===== config.mk =====
export PLATFORM = sky130hd
export DESIGN_NAME = pulse_seq
export DESIGN_NICKNAME = d
export VERILOG_FILES = /design/src/rtl/pulse_seq_pkg.sv /design/src/rtl/pulse_seq_slot.sv /design/src/rtl/pulse_seq.sv
export SDC_FILE = /design/constraint.sdc
export NUM_CORES = 1
export LEC_CHECK = 0
export BUFFER_PORTS_ARGS = -buffer_cell sky130_fd_sc_hd__buf_2
export CORE_MARGIN = 3
export CORE_UTILIZATION = 40
export CTS_CLUSTER_SIZE = 30
export DETAILED_ROUTE_END_ITERATION = 8
export PLACE_DENSITY = 0.69
export SLEW_MARGIN = 40
export SYNTH_ARGS = -nofsm -noshare
export SYNTH_HDL_FRONTEND = slang
export SYNTH_SLANG_ARGS = --single-unit

===== constraint.sdc =====
create_clock -name clk -period 2.76 [get_ports clk]
set_clock_uncertainty 0.2 [all_clocks]
set_input_delay 0.552 -clock clk [delete_from_list [all_inputs] [get_ports clk]]
set_output_delay 0.552 -clock clk [all_outputs]
set_load 0.02 [all_outputs]

===== src/rtl/pulse_seq_pkg.sv =====
// rtl/pulse_seq_pkg.sv - shared state encoding and config address map for pulse_seq
package pulse_seq_pkg;

   typedef enum logic [1:0] {
      IDLE = 2'd0,
      RUN  = 2'd1,
      DONE = 2'd2
   } state_t;

   localparam logic [3:0] ADDR_PERIOD = 4'd0;
   localparam logic [3:0] ADDR_SLOT0  = 4'd1;

   // Config address of compare slot idx.
   function automatic logic [3:0] slot_addr(input int idx);
      return ADDR_SLOT0 + 4'(idx);
   endfunction

endpackage


===== src/rtl/pulse_seq_slot.sv =====
// rtl/pulse_seq_slot.sv - one compare slot: value/enable register and match decode
module pulse_seq_slot
   import pulse_seq_pkg::*;
#(
   parameter int CNT_W = 4
) (
   input  logic             clk,
   input  logic             rst_n,
   input  logic             wr,
   input  logic [CNT_W:0]   wdata,
   input  state_t           state,
   input  logic [CNT_W-1:0] cnt,
   output logic             match
);

   logic [CNT_W-1:0] cmp_q;
   logic             en_q;

   // Compare register; the top only raises wr while the sequencer is idle.
   always_ff @(posedge clk or negedge rst_n) begin
      if (!rst_n) begin
         cmp_q <= '0;
         en_q  <= 1'b0;
      end else if (wr) begin
         cmp_q <= wdata[CNT_W-1:0];
         en_q  <= wdata[CNT_W];
      end
   end

   // Match straight off registered state and count; a cmp above period never
   // matches because the count never passes period.
   always_comb begin
      match = (state == RUN) && en_q && (cnt == cmp_q);
   end

endmodule


===== src/rtl/pulse_seq.sv =====
// rtl/pulse_seq.sv - programmable pulse sequencer; PULSE_SEQ_PERIOD_CNT_EN adds period_cnt
module pulse_seq
   import pulse_seq_pkg::*;
#(
   parameter int CNT_W  = 4,
   parameter int N_SLOT = 2
) (
   input  logic              clk,
   input  logic              rst_n,
   input  logic              cfg_we,
   input  logic [3:0]        cfg_addr,
   input  logic [CNT_W:0]    cfg_wdata,
   input  logic              start,
   input  logic              stop,
   input  logic              oneshot,
   output logic              busy,
   output logic              done,
   output logic [CNT_W-1:0]  cnt,
   output logic [N_SLOT-1:0] ctrl_vec,
   output logic              ctrl
`ifdef PULSE_SEQ_PERIOD_CNT_EN
   ,
   output logic [15:0]       period_cnt
`endif
);

   state_t           state, state_nxt;
   logic [CNT_W-1:0] cnt_q, cnt_nxt;
   logic [CNT_W-1:0] period_q;
   logic             oneshot_q, oneshot_nxt;
   logic             accept;
   logic             period_end;
   logic             cfg_ok;

   // State, count and latched mode registers.
   always_ff @(posedge clk or negedge rst_n) begin
      if (!rst_n) begin
         state     <= IDLE;
         cnt_q     <= '0;
         oneshot_q <= 1'b0;
      end else begin
         state     <= state_nxt;
         cnt_q     <= cnt_nxt;
         oneshot_q <= oneshot_nxt;
      end
   end

   // Next state: stop beats both start and period end; start only counts in IDLE.
   always_comb begin
      state_nxt   = state;
      cnt_nxt     = cnt_q;
      oneshot_nxt = oneshot_q;
      accept      = 1'b0;
      period_end  = 1'b0;
      case (state)
         IDLE: begin
            if (start && !stop) begin
               state_nxt   = RUN;
               cnt_nxt     = '0;
               oneshot_nxt = oneshot;
               accept      = 1'b1;
            end
         end
         RUN: begin
            if (stop) begin
               state_nxt = IDLE;
               cnt_nxt   = '0;
            end else if (cnt_q == period_q) begin
               period_end = 1'b1;
               cnt_nxt    = '0;
               if (oneshot_q) begin
                  state_nxt = DONE;
               end
            end else begin
               cnt_nxt = cnt_q + CNT_W'(1);
            end
         end
         DONE: begin
            state_nxt = IDLE;
            cnt_nxt   = '0;
         end
         default: begin
            state_nxt = IDLE;
            cnt_nxt   = '0;
         end
      endcase
   end

   // Config is frozen outside IDLE so a running sequence never sees a partial update.
   always_comb begin
      cfg_ok = cfg_we && (state == IDLE);
   end

   // Period register; the enable bit of the write data has no meaning here.
   always_ff @(posedge clk or negedge rst_n) begin
      if (!rst_n) begin
         period_q <= '1;
      end else if (cfg_ok && (cfg_addr == ADDR_PERIOD)) begin
         period_q <= cfg_wdata[CNT_W-1:0];
      end
   end

   // Addresses beyond the last slot decode to no slot and are dropped.
   for (genvar i = 0; i < N_SLOT; i++) begin : g_slot
      pulse_seq_slot #(
         .CNT_W (CNT_W)
      ) u_slot (
         .clk   (clk),
         .rst_n (rst_n),
         .wr    (cfg_ok && (cfg_addr == slot_addr(i))),
         .wdata (cfg_wdata),
         .state (state),
         .cnt   (cnt_q),
         .match (ctrl_vec[i])
      );
   end

   // Status outputs decode registered state only, so reset clears them at once.
   always_comb begin
      busy = (state == RUN);
      done = (state == DONE);
      cnt  = cnt_q;
      ctrl = |ctrl_vec;
   end

`ifdef PULSE_SEQ_PERIOD_CNT_EN
   logic [15:0] pcnt_q;

   // Completed-period counter: cleared by an accepted start, saturating.
   always_ff @(posedge clk or negedge rst_n) begin
      if (!rst_n) begin
         pcnt_q <= '0;
      end else if (accept) begin
         pcnt_q <= '0;
      end else if (period_end && (pcnt_q != 16'hFFFF)) begin
         pcnt_q <= pcnt_q + 16'd1;
      end
   end

   always_comb begin
      period_cnt = pcnt_q;
   end
`endif

endmodule


# [After elaboration in Yosys (flattened, before gate mapping)]
# Cells that the tools add are included.
[word_totals] ff_bits=21 latchBits=0 ram_bits=0 romBits=0 inputBits=15 wordCells=43 n_memories=0
[op_classes] add_sub_neg=1 mul=0 n_div=0 n_lt_le_gt_ge=0 n_eq_ne=10 n_shift=0 muxes=9 n_bitwise=0 reduce_logical=15
[op_table] cell="4-bit == test" count=3
[op_table] cell="4-bit two-way mux" count=3
[op_table] cell="1-bit logical AND" count=9
[op_table] cell="2-bit two-way mux" count=4
[op_table] cell="4-bit case mux with 2 select lines" count=1
[op_table] cell="3-bit by 2-bit != test with 1-bit output, second input constant" count=2
[op_table] cell="4-bit by 1-bit adder with 4-bit output, second input constant" count=1
[op_table] cell="4-bit by 1-bit == test with 1-bit output, second input constant" count=1
[op_table] cell="4-bit by 2-bit == test with 1-bit output, second input constant" count=1
[op_table] cell="4-bit zero test" count=1
[op_table] cell="2-bit case mux with 2 select lines" count=1
[op_table] cell="3-bit AND reduction" count=1
[op_table] cell="2-bit by 1-bit == test with 1-bit output, second input constant" count=1
[op_table] cell="2-bit == test, second input constant" count=1
[op_table] cell="2-bit zero test" count=1
[op_table] cell="2-bit != test, second input constant" count=1
[op_table] cell="2-bit AND reduction" count=1
[op_table] cell="2-bit OR reduction" count=1
[op_table] cell="1-bit zero test" count=1

# [Longest topological paths before layout]
[depth] ltp_word=4 ltp_mapped=5

# [Hierarchy]
# A second synthesis with hierarchy kept.
[unflattened] hier_cells=87 hier_area_um2=1048.5
[by_module_without_submodules] module="pulse_seq" instances=1 cells_each=53 area_per_inst_um2=575.6 seq_area_each_um2=280.3
[by_module_without_submodules] module="pulse_seq_slot" instances=2 cells_each=17 area_per_inst_um2=236.5 seq_area_each_um2=125.1

# [Worst setup path before layout]
# Ideal clock, no wire load.
[synth_path] kind="flip-flop to output port" from="register state[0]" to="output ctrl" arrival_time_ps=1429 t_required_ps=2008 setup_slack_ps=579 path_stages_with_launch=5 n_path_buf=0 cell_sequence="dfrtp_1 -> nor2b_1 -> nand3_1 -> nor4_1 -> or2_2"
[synth_via] elab_chain_len=4 word_cells_on_any_way=6 cone_classes="1 x eq/ne; 5 x reduce/logical"
[synth_lines] item="from (decl)" line="pulse_seq.sv:27" rtl="state_t state, state_nxt;"
[synth_lines] item="from (signal assigned)" line="pulse_seq.sv:42" rtl="state <= state_nxt;"
[synth_lines] item="2-bit by 1-bit == test with 1-bit output"
[synth_lines] item="net busy" line="pulse_seq.sv:16" rtl="output logic busy,"
[synth_lines] item="1-bit logical AND (2 in a row)" line="pulse_seq_slot.sv:33" rtl="match = (state == RUN) && en_q && (cnt == cmp_q);"
[synth_lines] item="net g_slot[0].u_slot.match" line="pulse_seq_slot.sv:13" rtl="output logic match"
[synth_lines] item="2-bit OR reduction" line="pulse_seq.sv:123" rtl="ctrl = |ctrl_vec;"
[synth_lines] item="to (decl)" line="pulse_seq.sv:20" rtl="output logic ctrl"
# The timed path passes the listed nets, and every way through them passes these cells.

# [Worst setup path in the final report]
[layout_path] from="register state[0]" to="output ctrl"
[layout_via] elab_chain_len=4 word_cells_on_any_way=6 cone_classes="1 x eq/ne; 5 x reduce/logical"
[layout_lines] item="2-bit by 1-bit == test with 1-bit output *" line="pulse_seq_slot.sv:33"
[layout_lines] item="1-bit logical AND (2 in a row)" line="pulse_seq_slot.sv:33"
[layout_lines] item="2-bit OR reduction *" line="pulse_seq.sv:123"
# Mark *: on every way between the ends. The rest lies on a longest branch, timed or not.

==> parameters.txt <==
Parameter                              Value

Status
  Status    completed

Hold path
  Hold path start    oneshot
  Destination of the worst hold path    oneshot_q$_DFFE_PN0P_
  Class of the tightest hold or removal check    primary input to register
  Hold Crit Depth    2

Pwr
  Cell-internal power    0.0005629 W
  Max VDD drop    0.5245 mV
  Switch share    32.48%
  PwrDens    656.4 nW/µm²
  Fraction of power consumed by sequential logic    54.1%
  Part of the power in the clock network    18.2%
  Net load switching power    0.0002707 W
  Standby leakage power    0.6109 nW
  Combinational power share    27.7%

Logic synthesis
  Count of state elements after synthesis    21
  Top cell type by total area after synthesis    sky130_fd_sc_hd__dfrtp_1
  Yosys warning count    0
  Synthesized netlist net count    104
  Post-Synthesis Mean Instance Area    12.57 µm²
  Cell area after synthesis    1106 µm²
  Library cells used by synthesis    29
  Cells taking the most area after synthesis    sky130_fd_sc_hd__dfrtp_1, sky130_fd_sc_hd__mux2_2, sky130_fd_sc_hd__dfstp_2
  Post-synth top area share    38.46%
  Sequential cell area fraction in the yosys report    47.96%
  Instance count of the mapped netlist    88

Drt
  Number of iterations in the first detailed-routing pass    3
  Vias    718
  Detail-routed net length per standard cell    13.99 µm
  Final routed DRC violation total    0
  Post-DR vias/cell    5.129
  Number of DRC markers after the initial detailed-route iteration    16
  Total routed wirelength    1959 µm
  Post-detailed-route count of antenna-violating nets    0

Placement
  Gp weighted congestion    0.7508
  Detailed-placement wirelength estimate    1547 µm
  DP Worst Slack    0.4940 ns
  Buffers on Ports    23

Clock network
  CTS tree    built
  Setup repair bufs after CTS    0
  Clock sink total    21
  Worst skew pair latency    0.31 ns
  Clk pin slew, worst setup/hold paths    0.12 ns
  Largest buffer count on any clock path    2
  H-tree levels    1
  Clock tree root driver cell    sky130_fd_sc_hd__clkbuf_4
  TritonCTS buffer count    3

STA
  Number of failing hold endpoints at the final stage    0
  Transition time at the pin with the least slew margin    0.5218 ns
  Maximum frequency from static timing analysis    0.3792 GHz
  RSZ-0062 raised after global routing    false
  Max-slew headroom    65.14%
  Final setup violating endpoints    0
  Worst Setup Slack, final    0.1228 ns
  Slew Viols, Final    0
  Min Clock Period, post-route    2.637 ns
  Total Neg Setup Slack    0 ns
  Final worst path period share    95.55%

Finish
  Most common cell after layout, fill and taps aside    sky130_fd_sc_hd__buf_2
  Total number of nets in the final design    127
  Synth-to-Final Area Change    14.82%
  Share of post-route cells with drive strength above 1    50.00%
  Highest-count cells in the layout ignoring fill and taps    sky130_fd_sc_hd__buf_2, sky130_fd_sc_hd__dfrtp_1, sky130_fd_sc_hd__mux2_2, sky130_fd_sc_hd__xor2_1, sky130_fd_sc_hd__dfstp_2
  Count of antenna diodes in the layout    0

GRT
  Global route overflow    0
  Pin count of the biggest net entering global routing    22
  Initial antenna violation count    0
  Global routing usage summed across all routing layers    13.31%
  Wire length of the first global-routing pass    3491 µm
  Number of global-route vias before repair    729

Setup path
  Endpoint arrival time on the critical path    1.89 ns
  Data required time of the worst path    2.01 ns
  R2r endpoint    g_slot[1].u_slot.cmp_q[2]$_DFFE_PN0P_
  FF-to-FF Start    state[1]$_DFFE_PN0P_
  R2R cell count    4
  Crit path launch type    register
  Worst Path Class, Setup    register to primary output
  Setup crit end kind    primary output
  Slack of the worst reg-to-reg path    0.78 ns
  Worst-path maximum fanout    7

Die
  Core ar.    2545 µm²
  Chip Width    58.59 µm
  Die Footprint    3432 µm²
  Row count    18
  Effective utilization at floorplan    43.46%
  Top-level port count    24
  Floorplan die height    58.59 µm

Job
  Max Cap Violations    0
[timing repair]
item,4_1_cts,5_1_grt
resized for setup,0,1
endpoints found under the setup margin,0,1
hold endpoints to repair,17,0
hold buffers,1,0
[routing by layer]
metal  global-route usage, %  vias up  routed length [µm]
li1                        -      356                   -
met1                   18.81      342                 936
met2                   20.10       18                 884
met3                   4.825        2                 130
met4                   1.942        0                   8
met5                       0        -                   0
[stage by stage]
stage	total power, W	std cells	instance area, µm²	hold slack (ns)	util [%]
2_1_floorplan	0.0006230	88	1106	0.05641	-
3_3_place_gp	0.0006792	135	1224	0.2793	48.08
3_5_place_dp	0.0006873	135	1224	0.2848	48.08
4_1_cts	0.0008433	140	1264	0.2638	49.66
5_1_grt	0.0008967	140	1270	0.2628	49.90
6_report	0.0008336	140	1270	0.2676	49.90
[worst max-delay path by stage]
stage                               from    to  slack (ns)  cells past startpoint
global placement    state[0]$_DFFE_PN0P_  ctrl        0.49                      5
CTS                 state[0]$_DFFE_PN0P_  ctrl        0.13                      5
finish              state[0]$_DFFE_PN0P_  ctrl        0.12                      5
global route        state[0]$_DFFE_PN0P_  ctrl        0.01                      5
floorplan           state[0]$_DFFE_PN0P_  ctrl        0.58                      4
detailed placement  state[0]$_DFFE_PN0P_  ctrl        0.49                      5
[critical path, stage by stage (launching register included)]
cell,delay [ns]
sky130_fd_sc_hd__dfrtp_1,0.47
sky130_fd_sc_hd__nor2b_1,0.33
sky130_fd_sc_hd__nand3_1,0.13
sky130_fd_sc_hd__nor4_1,0.32
sky130_fd_sc_hd__or2_2,0.18
sky130_fd_sc_hd__buf_2,0.15
[flip-flops by register name (all words and copies together), names as in the netlist]
register             cells
period_q                 4
cnt                      4
oneshot_q                1
state                    2
g_slot.u_slot.en_q       2
g_slot.u_slot.cmp_q      8
[power groups by stage]
stage               logic (W)  registers (W)  clock network, W
floorplan            0.000182       0.000441                 0
finish               0.000231       0.000451          0.000152
global placement     0.000221       0.000458                 0
CTS                  0.000231       0.000452          0.000161
global route         0.000259       0.000462          0.000176
detailed placement   0.000228       0.000459                 0
[logic make-up (layout without fill, tap and decap cells)]
family,count (synthesis),after routing,share of synthesized area [%]
xor+xnor,12,12,9.502
compound gates,5,5,3.507
fa+ha+maj,1,1,1.131
flops,21,21,47.96
mux,16,16,16.29
simple gates,27,27,18.44
buf+inv,6,28,3.167
[cells in the mapped netlist]
master,instances
sky130_fd_sc_hd__nor4_1,3
sky130_fd_sc_hd__ha_1,1
sky130_fd_sc_hd__o21ai_0,1
sky130_fd_sc_hd__mux2_2,16
sky130_fd_sc_hd__a211o_1,1
sky130_fd_sc_hd__nor2b_1,3
sky130_fd_sc_hd__nor3b_1,1
sky130_fd_sc_hd__or2_2,1
sky130_fd_sc_hd__nand2b_1,2
sky130_fd_sc_hd__nand3_1,3
sky130_fd_sc_hd__nand2_2,1
sky130_fd_sc_hd__nor4b_1,1
sky130_fd_sc_hd__clkbuf_1,2
sky130_fd_sc_hd__nor3_1,2
sky130_fd_sc_hd__dfrtp_1,17
sky130_fd_sc_hd__dfstp_2,4
sky130_fd_sc_hd__nor4_4,1
sky130_fd_sc_hd__nor2_1,3
sky130_fd_sc_hd__buf_4,3
sky130_fd_sc_hd__a22o_1,1
sky130_fd_sc_hd__xnor2_1,2
sky130_fd_sc_hd__xor2_1,10
sky130_fd_sc_hd__nand2_1,2
sky130_fd_sc_hd__a31oi_1,1
sky130_fd_sc_hd__buf_2,1
sky130_fd_sc_hd__a221o_1,1
sky130_fd_sc_hd__nor3b_4,2
sky130_fd_sc_hd__nor3_2,1
sky130_fd_sc_hd__nor4_2,1
[final cells by class]
cell class | instances | area, µm²
clock buffers | 3 | 22.52
well taps | 30 | 37.54
clock inverters | 1 | 7.507
repair buffers | 24 | 125.1
multi-input cells | 61 | 546.8
flip-flops and latches | 21 | 530.5
fillers | 234 | 1275
Note: power is estimated with default switching activity, not from simulation.
